--- src/rtl/uctl_frame_scheduler_if.sv ---
// ----------------------------------------------------------------------------
// uctl_frame_scheduler_if
// Handshake bundle between the frame scheduler and its neighbours:
//   req          endpoint transfer requests (level, held until granted)
//   gnt          one-hot grant, held for the whole transfer
//   tx_start     1-cycle start pulse to the packet transmitter
//   tx_is_sof    qualifies the current start/transfer as an SOF token
//   tx_sof_frame frame number carried by the SOF token
//   tx_done      1-cycle completion pulse from the transmitter
// master: scheduler side.  slave: endpoints + transmitter side.
// ----------------------------------------------------------------------------
interface uctl_frame_scheduler_if #(
    parameter int NUM_REQ = 4,
    parameter int FRM_WD  = 11
);
    logic [NUM_REQ-1:0] req;
    logic [NUM_REQ-1:0] gnt;
    logic               tx_start;
    logic               tx_is_sof;
    logic [FRM_WD-1:0]  tx_sof_frame;
    logic               tx_done;

    modport master (
        input  req,
        input  tx_done,
        output gnt,
        output tx_start,
        output tx_is_sof,
        output tx_sof_frame
    );

    modport slave (
        output req,
        output tx_done,
        input  gnt,
        input  tx_start,
        input  tx_is_sof,
        input  tx_sof_frame
    );
endinterface

--- src/rtl/uctl_frame_scheduler.sv ---
// ----------------------------------------------------------------------------
// uctl_frame_scheduler
// Frame-level transmit scheduler: issues one SOF token per frame boundary
// (when auto-SOF is enabled), round-robin arbitrates endpoint requests onto
// the shared transmitter, and blocks new transfers inside the EOF1 window.
// Ports:
//   clk, phy_rst_n   clock, async active-low reset
//   sw_rst_i         synchronous reset, same effect as phy_rst_n
//   frm_bndry_i      frame-boundary pulse, frame_num_i valid with it
//   eof1_hit_i       EOF1 point of the current frame reached
//   en_auto_sof_i    enable SOF generation
//   bus              request/grant/transmitter handshake (master side)
//   sof_sent_o       pulse on completion of an SOF
//   babble_err_o     pulse: frame boundary during an endpoint transfer
//   sof_miss_cnt_o   saturating count of SOFs overwritten before being sent
// ----------------------------------------------------------------------------
module uctl_frame_scheduler #(
    parameter int NUM_REQ = 4,
    parameter int FRM_WD  = 11,
    parameter int MISS_WD = 8
) (
    input  logic               clk,
    input  logic               phy_rst_n,
    input  logic               sw_rst_i,
    input  logic               frm_bndry_i,
    input  logic [FRM_WD-1:0]  frame_num_i,
    input  logic               eof1_hit_i,
    input  logic               en_auto_sof_i,
    uctl_frame_scheduler_if.master bus,
    output logic               sof_sent_o,
    output logic               babble_err_o,
    output logic [MISS_WD-1:0] sof_miss_cnt_o
);

    localparam int PTR_WD = (NUM_REQ > 1) ? $clog2(NUM_REQ) : 1;

    typedef enum logic [1:0] {
        IDLE      = 2'd0,
        SOF_WAIT  = 2'd1,
        XFER_WAIT = 2'd2
    } state_e;

    state_e             state_q;
    logic [PTR_WD-1:0]  rr_q;
    logic [PTR_WD-1:0]  win_q;
    logic               sof_pend_q;
    logic               eof_win_q;
    logic [NUM_REQ-1:0] gnt_q;
    logic               tx_start_q;
    logic               tx_is_sof_q;
    logic [FRM_WD-1:0]  frame_q;
    logic               sof_sent_q;
    logic               babble_q;
    logic [MISS_WD-1:0] miss_q;

    logic               win_found;
    logic [PTR_WD-1:0]  win_idx_d;
    logic [PTR_WD:0]    cand_sum;
    logic [PTR_WD-1:0]  rr_d;

    // Circular search starting at the round-robin pointer; the extra sum bit
    // handles the wrap for non-power-of-two requester counts.
    always_comb begin
        win_found = 1'b0;
        win_idx_d = '0;
        cand_sum  = '0;
        for (int i = 0; i < NUM_REQ; i++) begin
            cand_sum = {1'b0, rr_q} + (PTR_WD+1)'(i);
            if (cand_sum >= (PTR_WD+1)'(NUM_REQ))
                cand_sum = cand_sum - (PTR_WD+1)'(NUM_REQ);
            if (!win_found && bus.req[cand_sum[PTR_WD-1:0]]) begin
                win_found = 1'b1;
                win_idx_d = cand_sum[PTR_WD-1:0];
            end
        end
    end

    assign rr_d = (win_q == PTR_WD'(NUM_REQ-1)) ? '0 : win_q + 1'b1;

    always_ff @(posedge clk or negedge phy_rst_n) begin
        if (!phy_rst_n) begin
            state_q     <= IDLE;
            rr_q        <= '0;
            win_q       <= '0;
            sof_pend_q  <= 1'b0;
            eof_win_q   <= 1'b0;
            gnt_q       <= '0;
            tx_start_q  <= 1'b0;
            tx_is_sof_q <= 1'b0;
            frame_q     <= '0;
            sof_sent_q  <= 1'b0;
            babble_q    <= 1'b0;
            miss_q      <= '0;
        end else if (sw_rst_i) begin
            state_q     <= IDLE;
            rr_q        <= '0;
            win_q       <= '0;
            sof_pend_q  <= 1'b0;
            eof_win_q   <= 1'b0;
            gnt_q       <= '0;
            tx_start_q  <= 1'b0;
            tx_is_sof_q <= 1'b0;
            frame_q     <= '0;
            sof_sent_q  <= 1'b0;
            babble_q    <= 1'b0;
            miss_q      <= '0;
        end else begin
            tx_start_q <= 1'b0;
            sof_sent_q <= 1'b0;
            babble_q   <= 1'b0;

            // Boundary closes the window even if EOF1 fires in the same cycle.
            if (frm_bndry_i)
                eof_win_q <= 1'b0;
            else if (eof1_hit_i)
                eof_win_q <= 1'b1;

            // A boundary with an SOF still pending drops the older SOF; the
            // newest frame number replaces it.
            if (frm_bndry_i && sof_pend_q && (miss_q != '1))
                miss_q <= miss_q + 1'b1;
            if (frm_bndry_i && (en_auto_sof_i || sof_pend_q))
                frame_q <= frame_num_i;

            case (state_q)
                IDLE: begin
                    if (sof_pend_q) begin
                        state_q     <= SOF_WAIT;
                        sof_pend_q  <= 1'b0;
                        tx_start_q  <= 1'b1;
                        tx_is_sof_q <= 1'b1;
                    end else if (win_found && !eof_win_q) begin
                        state_q    <= XFER_WAIT;
                        win_q      <= win_idx_d;
                        gnt_q      <= NUM_REQ'(1) << win_idx_d;
                        tx_start_q <= 1'b1;
                    end
                end
                SOF_WAIT: begin
                    if (bus.tx_done) begin
                        state_q     <= IDLE;
                        tx_is_sof_q <= 1'b0;
                        sof_sent_q  <= 1'b1;
                    end
                end
                XFER_WAIT: begin
                    if (frm_bndry_i)
                        babble_q <= 1'b1;
                    if (bus.tx_done) begin
                        state_q <= IDLE;
                        gnt_q   <= '0;
                        rr_q    <= rr_d;
                    end
                end
                default: state_q <= IDLE;
            endcase

            // Placed after the FSM so a new boundary outranks the clear on
            // SOF_WAIT entry.
            if (frm_bndry_i && en_auto_sof_i)
                sof_pend_q <= 1'b1;
        end
    end

    assign bus.gnt          = gnt_q;
    assign bus.tx_start     = tx_start_q;
    assign bus.tx_is_sof    = tx_is_sof_q;
    assign bus.tx_sof_frame = frame_q;
    assign sof_sent_o       = sof_sent_q;
    assign babble_err_o     = babble_q;
    assign sof_miss_cnt_o   = miss_q;

endmodule

--- src/flat_wrapper.sv ---
// flat-port wrapper written by rule: the top's interface ports become plain ports
module uctl_frame_scheduler_flat 
#(
    parameter int NUM_REQ = 4,
    parameter int FRM_WD  = 11,
    parameter int MISS_WD = 8
)
  (clk, phy_rst_n, sw_rst_i, frm_bndry_i, frame_num_i, eof1_hit_i, en_auto_sof_i, sof_sent_o, babble_err_o, sof_miss_cnt_o, bus_req, bus_tx_done, bus_gnt, bus_tx_start, bus_tx_is_sof, bus_tx_sof_frame);
  uctl_frame_scheduler_if #(.NUM_REQ(NUM_REQ), .FRM_WD(FRM_WD)) bus_i ();
  input  logic clk;
  input  logic phy_rst_n;
  input  logic sw_rst_i;
  input  logic frm_bndry_i;
  input  logic [FRM_WD-1:0] frame_num_i;
  input  logic eof1_hit_i;
  input  logic en_auto_sof_i;
  output logic sof_sent_o;
  output logic babble_err_o;
  output logic [MISS_WD-1:0] sof_miss_cnt_o;
  input wire logic [$bits(bus_i.req)-1:0] bus_req;
  input wire logic [$bits(bus_i.tx_done)-1:0] bus_tx_done;
  output wire logic [$bits(bus_i.gnt)-1:0] bus_gnt;
  output wire logic [$bits(bus_i.tx_start)-1:0] bus_tx_start;
  output wire logic [$bits(bus_i.tx_is_sof)-1:0] bus_tx_is_sof;
  output wire logic [$bits(bus_i.tx_sof_frame)-1:0] bus_tx_sof_frame;
  assign bus_i.req = bus_req;
  assign bus_i.tx_done = bus_tx_done;
  assign bus_gnt = bus_i.gnt;
  assign bus_tx_start = bus_i.tx_start;
  assign bus_tx_is_sof = bus_i.tx_is_sof;
  assign bus_tx_sof_frame = bus_i.tx_sof_frame;
  uctl_frame_scheduler #(.NUM_REQ(NUM_REQ), .FRM_WD(FRM_WD), .MISS_WD(MISS_WD)) u_core (.clk(clk), .phy_rst_n(phy_rst_n), .sw_rst_i(sw_rst_i), .frm_bndry_i(frm_bndry_i), .frame_num_i(frame_num_i), .eof1_hit_i(eof1_hit_i), .en_auto_sof_i(en_auto_sof_i), .bus(bus_i), .sof_sent_o(sof_sent_o), .babble_err_o(babble_err_o), .sof_miss_cnt_o(sof_miss_cnt_o));
endmodule
--- config.mk ---
export PLATFORM = sky130hd
export DESIGN_NAME = uctl_frame_scheduler_flat
export DESIGN_NICKNAME = d
export VERILOG_FILES = /design/src/rtl/uctl_frame_scheduler_if.sv /design/src/rtl/uctl_frame_scheduler.sv /design/src/flat_wrapper.sv
export SDC_FILE = /design/constraint.sdc
export NUM_CORES = 1
export LEC_CHECK = 0
export CAP_MARGIN = 20
export CORE_MARGIN = 3
export CORE_UTILIZATION = 48
export DETAILED_ROUTE_END_ITERATION = 8
export MAX_ROUTING_LAYER = met4
export PLACE_DENSITY = 0.92
export RECOVER_POWER = 100
export SETUP_SLACK_MARGIN = 0.05
export SLEW_MARGIN = 20
export SYNTH_ARGS = -nofsm -noshare
export SYNTH_HDL_FRONTEND = slang
export SYNTH_SLANG_ARGS = --single-unit
--- constraint.sdc ---
create_clock -name clk -period 1.85 [get_ports clk]
set_input_delay 0.185 -clock clk [delete_from_list [all_inputs] [get_ports clk]]
set_output_delay 0.185 -clock clk [all_outputs]
set_load 0.01 [all_outputs]
==> flow_metrics.py <==
metrics = {
    "drt": {
        "first_pass_iters": 4,
        "drt-initial-drc-count": 102,
        "wl_per_cell_microns": 14.5,
        "routed_via_density": 5.48,
        "via_count": 1607,
        "drc": 0,
        "routed_wl_mm": 4.24,
        "ant_nets": 0,
    },
    "clock_network": {
        "cts_hold_buf": 0,
        "cts_resized": 0,
        "clk_latency_ps": 280,
        "cts_tree": "built",
        "cts_made_buffers": 5,
        "clk_pin_slew_ps": 70,
        "clock_sinks": 35,
        "clk_path_buf_depth": 2,
        "cts-root-buf": "clkbuf_8",
        "post_cts_buffers": 0,
        "cts_max_level": 2,
    },
    "global_routing": {
        "grtUsageTotal_pct": 21.6,
        "antenna_found_initial": 0,
        "first_global_vias": 1596,
        "grt_pass1_wl_mm": 7.20,
        "grt-ovfl-total": 0,
        "grt_max_degree": 36,
    },
    "logic_synthesis": {
        "netlist_instances": 188,
        "yosys.cell_types.count": 43,
        "synth_seq_area_share_pct": 48.7,
        "ys_warn_count": 0,
        "synth_edf_count": 0,
        "avgSynthCellArea_sq_um": 9.56,
        "ys_ff_latch": 35,
        "syn_area_sq_mm": 0.00180,
        "ys.flop_type": "dfrtp_1",
        "async_reset_ff_share_pct": 100,
        "synth_nets": 214,
    },
    "sta": {
        "max-slew-margin-rel_pct": 44.0,
        "worst_slew_pin_slew_ps": 840,
        "hold_ws_ps": 456,
        "fin_crit_ps": 1720,
        "max_freq_mhz": 581,
        "finClkSkew_ps": 3.32,
        "hold_viol": 0,
        "maxSlewViolCount": 0,
        "finalCritPeriodShare_pct": 93.1,
        "finalSetupViolCount": 0,
    },
    "die": {
        "dieHeight_microns": 67.2,
        "boundaryPins": 49,
        "rows": 21,
        "core_area_sq_mm": 0.00347,
        "dieArea_sq_mm": 0.00452,
        "die_width_microns": 67.2,
        "initial_utilization_pct": 51.8,
    },
    "finish": {
        "regArea_sq_um": 877,
        "num_antenna_cells": 0,
        "fillCellCount": 256,
        "nNetsFinal": 272,
        "drive_gt1_share_pct": 10.9,
        "multiInputGateArea_sq_um": 838,
        "fin_area_sq_mm": 0.00248,
        "layoutNonFillerInstCount": 293,
        "syn_to_final_growth_pct": 38.1,
        "final_util_pct": 71.6,
    },
    "setup_path": {
        "crit_end": "u_core.bus.gnt[1]",
        "startpoint": "u_core.state_q[0]",
        "path_class": "reg -> reg",
        "cp-end-kind": "flip-flop",
        "crit_arrival_ps": 1910,
        "crit_required_ps": 2040,
        "crit_fanout": 4,
        "worstReg2RegEnd": "u_core.bus.gnt[1]",
        "r2r_slack_ps": 130,
        "crit_path_start_kind": "flip-flop",
        "reg2reg_from": "u_core.state_q[0]",
        "rr_worst_depth": 6,
    },
    "power_and_ir_drop": {
        "cellPowerDensity_mw_per_mm2": 770,
        "power_w": 0.00191,
        "leakage_nw": 1.13,
        "ir_drop_v": 0.000609,
    },
    "placement": {
        "dpl_cell_area_sq_mm": 0.00239,
        "hpwlAfterDp_mm": 2.98,
        "place.gp.congestion": 0.836,
        "dp_cells": 285,
        "io_buffer_count": 48,
    },
    "outcome": {
        "status": "finished clean",
    },
    "run": {
        "cap_violations": 0,
    },
    "hold_path": {
        "hold_class": "in -> reg",
    },
}
## final cells by class
| cell class | count | area share [%] |
|---|---|---|
| Multi-Input combinational cell | 133 | 33.8 |
| Timing Repair Buffer | 63 | 23.4 |
| Clock buffer | 8 | 4.03 |
| Sequential cell | 35 | 35.3 |
| Tap cell | 46 | 2.32 |
| Inverter | 8 | 1.21 |
## how the worst min path moves through the flow
stage                                  to                  startpoint  cells past startpoint  slack [ps]
2_1_floorplan         u_core.babble_err_o                   phy_rst_n                      0        -110
3_3_place_gp   u_core.bus.tx_sof_frame[1]  u_core.bus.tx_sof_frame[1]                      2         460
3_5_place_dp   u_core.bus.tx_sof_frame[1]  u_core.bus.tx_sof_frame[1]                      2         470
4_1_cts                    u_core.rr_q[0]                   phy_rst_n                      2         340
5_1_grt        u_core.bus.tx_sof_frame[8]              frame_num_i[8]                      3         460
6_report       u_core.bus.tx_sof_frame[9]              frame_num_i[9]                      3         460
## per-stage QoR
step	setup WS [ps]	setup TNS, ps
final	127	0
after global routing	-6.88	-6.88
after CTS	95.2	0
after detailed placement	-43.9	-124
after global placement	26.4	0
after floorplan	248	0
## flip-flops by register name (all words and copies together) (netlist names)
signal / cells
u_core.babble_err_o: 1
u_core.bus.gnt: 4
u_core.bus.tx_is_sof: 1
u_core.bus.tx_sof_frame: 11
u_core.bus.tx_start: 1
u_core.eof_win_q: 1
u_core.rr_q: 2
u_core.sof_miss_cnt_o: 8
u_core.sof_pend_q: 1
u_core.sof_sent_o: 1
u_core.state_q: 2
u_core.win_q: 2
## layer usage
layer / vias to the layer above / global-route usage [%] / routed length [microns]
met5: - / - / 0
met2: 58 / 32.6 / 2170
met4: 0 / 4.30 / 44
li1: 778 / - / -
met3: 7 / 7.82 / 263
met1: 764 / 28.3 / 1770
## Yosys cell counts (2+ instances only)
cell | count | area (sq um)
and4_1 | 2 | 17.5
nor2b_1 | 2 | 12.5
a22oi_1 | 2 | 15.0
inv_1 | 8 | 30.0
nor3_1 | 3 | 15.0
ha_1 | 4 | 50.1
dfrtp_1 | 35 | 876
o22ai_1 | 2 | 12.5
nand3_1 | 2 | 10.0
o21ai_0 | 17 | 85.1
mux2_1 | 2 | 22.5
nand2b_1 | 13 | 81.3
nor2_1 | 16 | 60.1
nor3b_1 | 2 | 15.0
a311oi_1 | 3 | 26.3
o21a_1 | 3 | 22.5
nand2_1 | 20 | 75.1
mux2i_1 | 3 | 30.0
clkbuf_1 | 8 | 30.0
buf_2 | 2 | 10.0
a31oi_1 | 3 | 18.8
o31ai_1 | 5 | 37.5
a21oi_1 | 10 | 50.1
xnor2_1 | 2 | 17.5
## cell usage in the layout, fill, tap and decap left out, types with 8 or more instances in the layout
cell             count
a21oi_1             10
buf_4               11
clkdlybuf4s50_1     20
dfrtp_1             34
dlygate4sd3_1       28
inv_1                8
nand2_1             20
nand2b_1            13
nor2_1              16
o21ai_0             17
## cells by family after synthesis
| logic type | count (synthesis) | synth area share, % |
|---|---|---|
| AO/OA/AOI/OAI | 53 | 19.6 |
| XOR/XNOR | 3 | 1.46 |
| adder cells (fa/ha/maj) | 4 | 2.78 |
| buffers and inverters | 20 | 4.73 |
| flip-flops | 35 | 48.7 |
| multiplexers | 5 | 2.92 |
| AND/OR/NAND/NOR | 68 | 19.8 |
## worst max-delay path, stage by stage (launching register included)
cell      delay, ps
dfrtp_1         400
inv_1           110
ha_1            160
nor3b_2         300
a221oi_4        110
or2_4           280
o31ai_2         270
## where the power goes
part / internal, W / switching (W)
registers: 0.000825 / 0.0000443
clock network: 0.000340 / 0.000260
logic: 0.000222 / 0.000223
total: 0.00139 / 0.000527
No activity file was read; power rests on OpenSTA's default activity.
